### config.mk
export PLATFORM = sky130hd
export DESIGN_NAME = count_request_scheduler
export DESIGN_NICKNAME = d
export VERILOG_FILES = /design/src/rtl/count_request_scheduler.sv
export SDC_FILE = /design/constraint.sdc
export NUM_CORES = 1
export LEC_CHECK = 0
export CAP_MARGIN = 15
export CORE_UTILIZATION = 56
export DETAILED_ROUTE_END_ITERATION = 12
export PLACE_DENSITY_LB_ADDON = 0.08
export SLEW_MARGIN = 20
export SYNTH_ARGS = -nofsm -noshare
export SYNTH_HDL_FRONTEND = slang
export SYNTH_SLANG_ARGS = --single-unit
### constraint.sdc
create_clock -name iClk -period 2.2 [get_ports iClk]
set_clock_uncertainty 0.1 [all_clocks]
set_input_delay 0.22 -clock iClk [delete_from_list [all_inputs] [get_ports iClk]]
set_output_delay 0.22 -clock iClk [all_outputs]
set_load 0.1 [all_outputs]
### src/rtl/count_request_scheduler.sv
// Request scheduler for the shared two-digit BCD counter: edge-detects up/down/clear,
// latches pending requests and grants one per APPLY slot with a programmable cool-down.
module count_request_scheduler #(
    parameter int unsigned MAX_COUNT  = 99,
    parameter int unsigned GAP_CYCLES = 4
) (
    input  logic       iClk,
    input  logic       iRst_n,
    input  logic       iUp,
    input  logic       iDown,
    input  logic       iClr,
    output logic [3:0] oUnidades,
    output logic [3:0] oDecenas,
    output logic [2:0] oGrant,
    output logic       oBusy,
    output logic       oWrap,
    output logic       oDrop
);

    localparam int unsigned GAP_W = 8;
    localparam logic [3:0] MAX_T = 4'(MAX_COUNT / 10);
    localparam logic [3:0] MAX_U = 4'(MAX_COUNT % 10);
    localparam logic [GAP_W-1:0] GAP_LOAD = GAP_W'(GAP_CYCLES);

    localparam logic [1:0] S_IDLE  = 2'd0;
    localparam logic [1:0] S_APPLY = 2'd1;
    localparam logic [1:0] S_GAP   = 2'd2;

    // Request vectors are ordered {clr, down, up}
    localparam int unsigned B_UP  = 0;
    localparam int unsigned B_DN  = 1;
    localparam int unsigned B_CLR = 2;

    logic [2:0]       btn;
    logic [2:0]       req;
    logic [2:0]       clr_mask;
    logic [2:0]       prev_q;
    logic [2:0]       pend_q, pend_d;
    logic [1:0]       state_q, state_d;
    logic [GAP_W-1:0] gap_q, gap_d;
    logic             rr_q, rr_d;
    logic [2:0]       grant_q, grant_d;
    logic             busy_q, busy_d;
    logic             wrap_q, wrap_d;
    logic             drop_q, drop_d;
    logic [3:0]       unid_q, unid_d;
    logic [3:0]       dec_q, dec_d;

    assign btn = {iClr, iDown, iUp};
    assign req = btn & ~prev_q;

    // Next-state: arbitration, slot sequencing and BCD arithmetic
    always_comb begin
        state_d  = state_q;
        gap_d    = gap_q;
        rr_d     = rr_q;
        grant_d  = 3'b000;
        clr_mask = 3'b000;
        unid_d   = unid_q;
        dec_d    = dec_q;
        wrap_d   = 1'b0;

        case (state_q)
            S_IDLE: begin
                if (|pend_q) begin
                    state_d = S_APPLY;
                    if (pend_q[B_CLR]) begin
                        grant_d  = 3'b100;
                        clr_mask = 3'b111;
                    end else if (pend_q[B_UP] && pend_q[B_DN]) begin
                        grant_d = rr_q ? 3'b010 : 3'b001;
                    end else if (pend_q[B_UP]) begin
                        grant_d = 3'b001;
                    end else begin
                        grant_d = 3'b010;
                    end
                    clr_mask = clr_mask | grant_d;
                    if (grant_d[B_UP]) rr_d = 1'b1;
                    if (grant_d[B_DN]) rr_d = 1'b0;
                end
            end
            S_APPLY: begin
                if (grant_q[B_CLR]) begin
                    unid_d = 4'd0;
                    dec_d  = 4'd0;
                end else if (grant_q[B_UP]) begin
                    if (dec_q == MAX_T && unid_q == MAX_U) begin
                        unid_d = 4'd0;
                        dec_d  = 4'd0;
                        wrap_d = 1'b1;
                    end else if (unid_q == 4'd9) begin
                        unid_d = 4'd0;
                        dec_d  = dec_q + 4'd1;
                    end else begin
                        unid_d = unid_q + 4'd1;
                    end
                end else if (grant_q[B_DN]) begin
                    if (dec_q == 4'd0 && unid_q == 4'd0) begin
                        unid_d = MAX_U;
                        dec_d  = MAX_T;
                        wrap_d = 1'b1;
                    end else if (unid_q == 4'd0) begin
                        unid_d = 4'd9;
                        dec_d  = dec_q - 4'd1;
                    end else begin
                        unid_d = unid_q - 4'd1;
                    end
                end
                gap_d   = GAP_LOAD;
                state_d = (GAP_LOAD != '0) ? S_GAP : S_IDLE;
            end
            S_GAP: begin
                if (gap_q <= GAP_W'(1)) begin
                    state_d = S_IDLE;
                end else begin
                    gap_d = gap_q - GAP_W'(1);
                end
            end
            default: state_d = S_IDLE;
        endcase

        // A new edge always wins over a grant clearing the same flag
        pend_d = (pend_q & ~clr_mask) | req;
        drop_d = |(req & pend_q);
        busy_d = (state_d != S_IDLE);
    end

    // History regs reset high so a level held through reset is not a request
    always_ff @(posedge iClk or negedge iRst_n) begin
        if (!iRst_n) begin
            prev_q  <= 3'b111;
            pend_q  <= 3'b000;
            state_q <= S_IDLE;
            gap_q   <= '0;
            rr_q    <= 1'b0;
            grant_q <= 3'b000;
            busy_q  <= 1'b0;
            wrap_q  <= 1'b0;
            drop_q  <= 1'b0;
            unid_q  <= 4'd0;
            dec_q   <= 4'd0;
        end else begin
            prev_q  <= btn;
            pend_q  <= pend_d;
            state_q <= state_d;
            gap_q   <= gap_d;
            rr_q    <= rr_d;
            grant_q <= grant_d;
            busy_q  <= busy_d;
            wrap_q  <= wrap_d;
            drop_q  <= drop_d;
            unid_q  <= unid_d;
            dec_q   <= dec_d;
        end
    end

    assign oUnidades = unid_q;
    assign oDecenas  = dec_q;
    assign oGrant    = grant_q;
    assign oBusy     = busy_q;
    assign oWrap     = wrap_q;
    assign oDrop     = drop_q;

endmodule
# --- Word level (Yosys, flattened, before mapping) ---
# Cells that the tools add are included.
word_totals:
  output_inout_bits: 14
  elab_cells: 87
  ff_bits: 31
op_classes:
  add_sub_neg: 5
  muxes: 40
  reduce_logical: 17
  bitwise: 7
  n_lt_le_gt_ge: 1
  n_eq_ne: 6
op_table:
  columns: ["operator", "n"]
  rows:
  - ["4-bit two-way mux", 14]
  - ["3-bit two-way mux", 10]
  - ["8-bit case mux with 2 select lines", 1]
  - ["2-bit two-way mux", 5]
  - ["3-bit bitwise AND", 3]
  - ["4-bit by 1-bit adder with 4-bit output (second input constant)", 2]
  - ["4-bit equality test (second input constant)", 2]
  - ["8-bit by 1-bit <= comparator with 1-bit output (second input constant)", 1]
  - ["4-bit zero test", 2]
  - ["1-bit two-way mux", 8]
  - ["8-bit two-way mux", 1]
  - ["4-bit by 1-bit subtractor with 4-bit output (second input constant)", 2]
  - ["8-bit by 1-bit subtractor with 8-bit output (second input constant)", 1]
  - ["3-bit NOT", 2]
  - ["3-bit OR", 2]
  - ["2-bit case mux with 3 select lines", 1]
  - ["2-bit nonzero test", 3]
  - ["3-bit OR reduction", 2]
  - ["4-bit by 1-bit != test with 1-bit output (second input constant)", 1]
  - ["2-bit AND reduction", 2]
  - ["4-bit AND reduction", 1]
  - ["4-bit nonzero test", 1]
  - ["1-bit logical AND", 3]
  - ["3-bit AND reduction", 1]
  - ["other kinds (5)", 5]

# --- Longest topological paths before layout ---
logic_depth:
  word_depth: 11
  depth_mapped: 7
  depth_no_buf: 6

# --- Worst setup path after synthesis ---
# Ideal clock, no wire load.
synth_path:
  path_type: "reg2reg"
  from: "register unid_q[0] (netlist: oUnidades[0])"
  to: "register dec_q[2] (netlist: oDecenas[2])"
  setup_ns: 0.121
  stages_incl_launch_ff: 6
  arrival_time_ns: 2.327
  slack_ns: -0.348
  synth_period_minus_slack_ns: 2.548
  required_time_ns: 1.979
  cell_sequence: "dfrtp_1 > ha_1 > nand3b_1 > o311a_1 > o41a_1 > a22o_1"
synth_between:
  elab_chain_len: 6
synth_lines:
  columns: ["item", "line", "source"]
  rows:
  - ["start, declared", "46", "logic [3:0] unid_q, unid_d;"]
  - ["start signal, assigned", "152", "unid_q <= unid_d;"]
  - ["4-bit zero test", "98, 102", null]
  - ["1-bit logical AND", "98", "if (dec_q == 4'd0 && unid_q == 4'd0) begin"]
  - ["4-bit two-way mux", "98", null]
  - ["4-bit two-way mux", "97", "end else if (grant_q[B_DN]) begin"]
  - ["4-bit two-way mux", "86", "end else if (grant_q[B_UP]) begin"]
  - ["4-bit two-way mux", "83", "if (grant_q[B_CLR]) begin"]
  - ["end signal, assigned", "141", "dec_q <= 4'd0;"]
  - ["end signal, assigned", "153", "dec_q <= dec_d;"]
  - ["end, declared", "47", "logic [3:0] dec_q, dec_d;"]
# Parallel ways exist; a longest one is shown, timed or not. The select of a mux whose other input is x is not followed.
# A chain may end at the register's enable or synchronous reset.

# --- Worst setup path after layout ---
# Same ends and word-level chain as after synthesis.

==> results_dict.tcl <==
set metrics [dict create \
    status "finished, final reports clean" \
    synth-adder-area-share 0.0563 \
    post_drt_wl_per_cell_um 14.2 \
    vias_per_cell 5.79 \
    worst_hold_path_type "in2async" \
    vias 1447 \
    synth_compound_area_frac 0.172 \
    drt_first_pass_iters 5 \
    clkSlewWorstSetupHoldPaths_ns 0.11 \
    synthCells 183 \
    ys_seq_elements 31 \
    antenna_cells 0 \
    crit_path_max_fanout 7 \
    clockBufferDepth 2 \
    finalSetupViolations 0 \
    syn_area_per_cell_um2 9.71 \
    yosysTopAreaCell "dfrtp_1" \
    final_util 0.678 \
    synthDistinctLibCells 50 \
    crit_path_start_kind "register" \
    dieWidth_um 58.3 \
    path_cells "inv_1 > ha_1 > nor4b_4 > nor2_1 > o41a_1 > a22o_1" \
    cp-startpoint "oUnidades[0]" \
    netlist_area_um2 1780 \
    grt_max_degree 32 \
    path_delay_family "compound AO/OA/AOI/OAI gates" \
    finalMaxSlewViolations 0 \
    worstPathArrival_ns 2.22 \
    insertion_delay_ns 0.33 \
    cts_made_buffers 5 \
    crit_path_end_kind "register" \
    relSlewSlack 0.702 \
    cts_max_level 2 \
    synth-xor-area-share 0 \
    start_util 0.587 \
    ys_seq_area_frac 0.439 \
    synth_area_leaders "dfrtp_1, ha_1, dfstp_2, o21ai_0, mux2i_1" \
    core_area_um2 3030 \
    synth_top_family_by_area "simple AND/OR/NAND/NOR gates" \
    drt_first_iter_violations 142 \
    overflow 0 \
    synth_flop_cell "dfrtp_1" \
    grt_first_pass_wirelength_um 6250 \
    cts_hold_buf 0 \
    period_share 0.950 \
    worstSetupPathType "reg2reg" \
    cts_tree "yes" \
    synth_top_cell_area_share 0.394 \
    synth-simple-area-share 0.239 \
    root_buffer "clkbuf_4" \
    fp-row-count 20 \
    fmax_ghz 0.478 \
    io_buffers 18 \
    antenna_found_initial 0 \
    synth_fp_nets 196 \
    finalNetCount 218 \
    area_growth_syn_to_layout_pct 15.6 \
    wl_um 3560 \
    worstMarginPinSlew_ns 0.444 \
    fin_crit_ns 2.09 \
    die_area_um2 3400 \
    rsz0062_at_grt "no" \
    report.final.hold_viol_count 0 \
    hpwlAfterDp_um 2480 \
    synth_edf_count 0 \
    slowest_delay_ns 0.47 \
    grt_pass1_vias 1426 \
    die_y_um 58.3 \
    r2r_start "oUnidades[0]" \
    track_usage 0.240 \
    drc 0 \
    worst_ep_required_time_ns 2.33 \
    async_flop_share 1.00 \
    ys_warn_count 0 \
    clock_sinks 31 \
    gp_congestion 0.952 \
    critPathSlowestCell "dfrtp_2" \
    maxCapViolCount 0 \
    fillers 237 \
    synth_mux_area_frac 0.0401 \
    final_layout_size_suffix_gt1_frac 0.218 \
    ios 19 \
    postRouteAntennaNets 0 \
    critPathBufInv 1 \
]
worst paths after layout:
check	cells after the start	slack, ns	end
max	6	0.11	oDecenas[2]
min	2	0.17	oDecenas[2]
max reg2reg	6	0.11	oDecenas[2]
min reg2reg	1	0.42	gap_q[6]
max in group asynchronous	2	1.51	prev_q[1]
min in group iClk	1	0.23	prev_q[0]
placed cells by master (no fill, tap or decap), types with 3 or more instances in the layout:
cell type        count
o221ai_1             3
nand2b_1             3
dfrtp_1             21
inv_1               16
nand2_1             14
dfstp_2              3
mux2i_1              6
clkbuf_4             5
clkdlybuf4s50_1      4
and2_1               3
ha_1                 8
and3_1               4
nand3_1              7
nor2b_1              5
a21oi_1              3
o21ai_0             14
dfrtp_2              7
buf_4               18
nand3b_1             5
nor2_1              10
nor3_1               6
synthesized netlist by cell type, drive strengths merged, types with 2 or more instances:
library cell and instances:
o221ai 3, nand2 14, mux2i 6, nor4b 2, nand3b 5, nor4 2, and3 4, dfstp 3
a21boi 2, a22o 2, dfrtp 28, buf 2, o21ai 14, nor2 11, o41ai 2, nor3b 3
nand3 7, clkbuf 5, o31ai 2, or4 3, or3 2, inv 16, o311a 2, and2 3
ha 8, nand2b 3, nor3 7, a21oi 3, nor2b 5, o211ai 2
metrics by stage:
step	TNS (ns)	hold WS [ns]	worst slack [ns]	std cells	area (um2)
2_1_floorplan	-0.00881	-0.176	-0.00881	183	1790
3_3_place_gp	0	0.374	0.199	241	1980
3_5_place_dp	0	0.394	0.115	241	1980
4_1_cts	0	0.166	0.0903	249	2040
5_1_grt	0	0.200	0.0307	250	2050
6_report	0	0.168	0.109	250	2050
routing by layer:
metal,track usage,part of all wire,vias to the layer above
li1,-,-,712
met1,0.313,0.46,696
met2,0.389,0.49,34
met3,0.0505,0.033,5
met4,0.109,0.015,0
met5,0,0,-
flip-flops by register name, summed over array words and instances, names as in the netlist:
register / flops
gap_q: 8
oDecenas: 4
oUnidades: 4
oGrant: 3
pend_q: 3
prev_q: 3
state_q: 2
oBusy: 1
oDrop: 1
oWrap: 1
rr_q: 1
cell families (layout without fill, tap and decap cells):
| family | after synthesis | in the layout |
|---|---|---|
| AND/OR/NAND/NOR | 73 | 73 |
| adder cells (fa/ha/maj) | 8 | 8 |
| flip-flops | 31 | 31 |
| buffers and inverters | 23 | 46 |
| multiplexers | 7 | 7 |
| AO/OA/AOI/OAI | 41 | 41 |
final cells by class:
type / count / area (um2) / share of cell area
tap: 44 / 55.1 / 0.0268
clock inverter: 3 / 20.0 / 0.00975
timing repair buffer: 22 / 175 / 0.0853
inverter: 16 / 60.1 / 0.0293
sequential: 31 / 788 / 0.384
clock buffer: 5 / 37.5 / 0.0183
multi-input combinational: 129 / 917 / 0.447
repair_timing:
item                                    in CTS  in global routing
setup buffers                                0                  1
resized for setup                            0                  1
endpoints found under the setup margin       0                  1
Power is not shown: default switching activity piles up to over one toggle a cycle in this logic, so the estimate is an artifact.
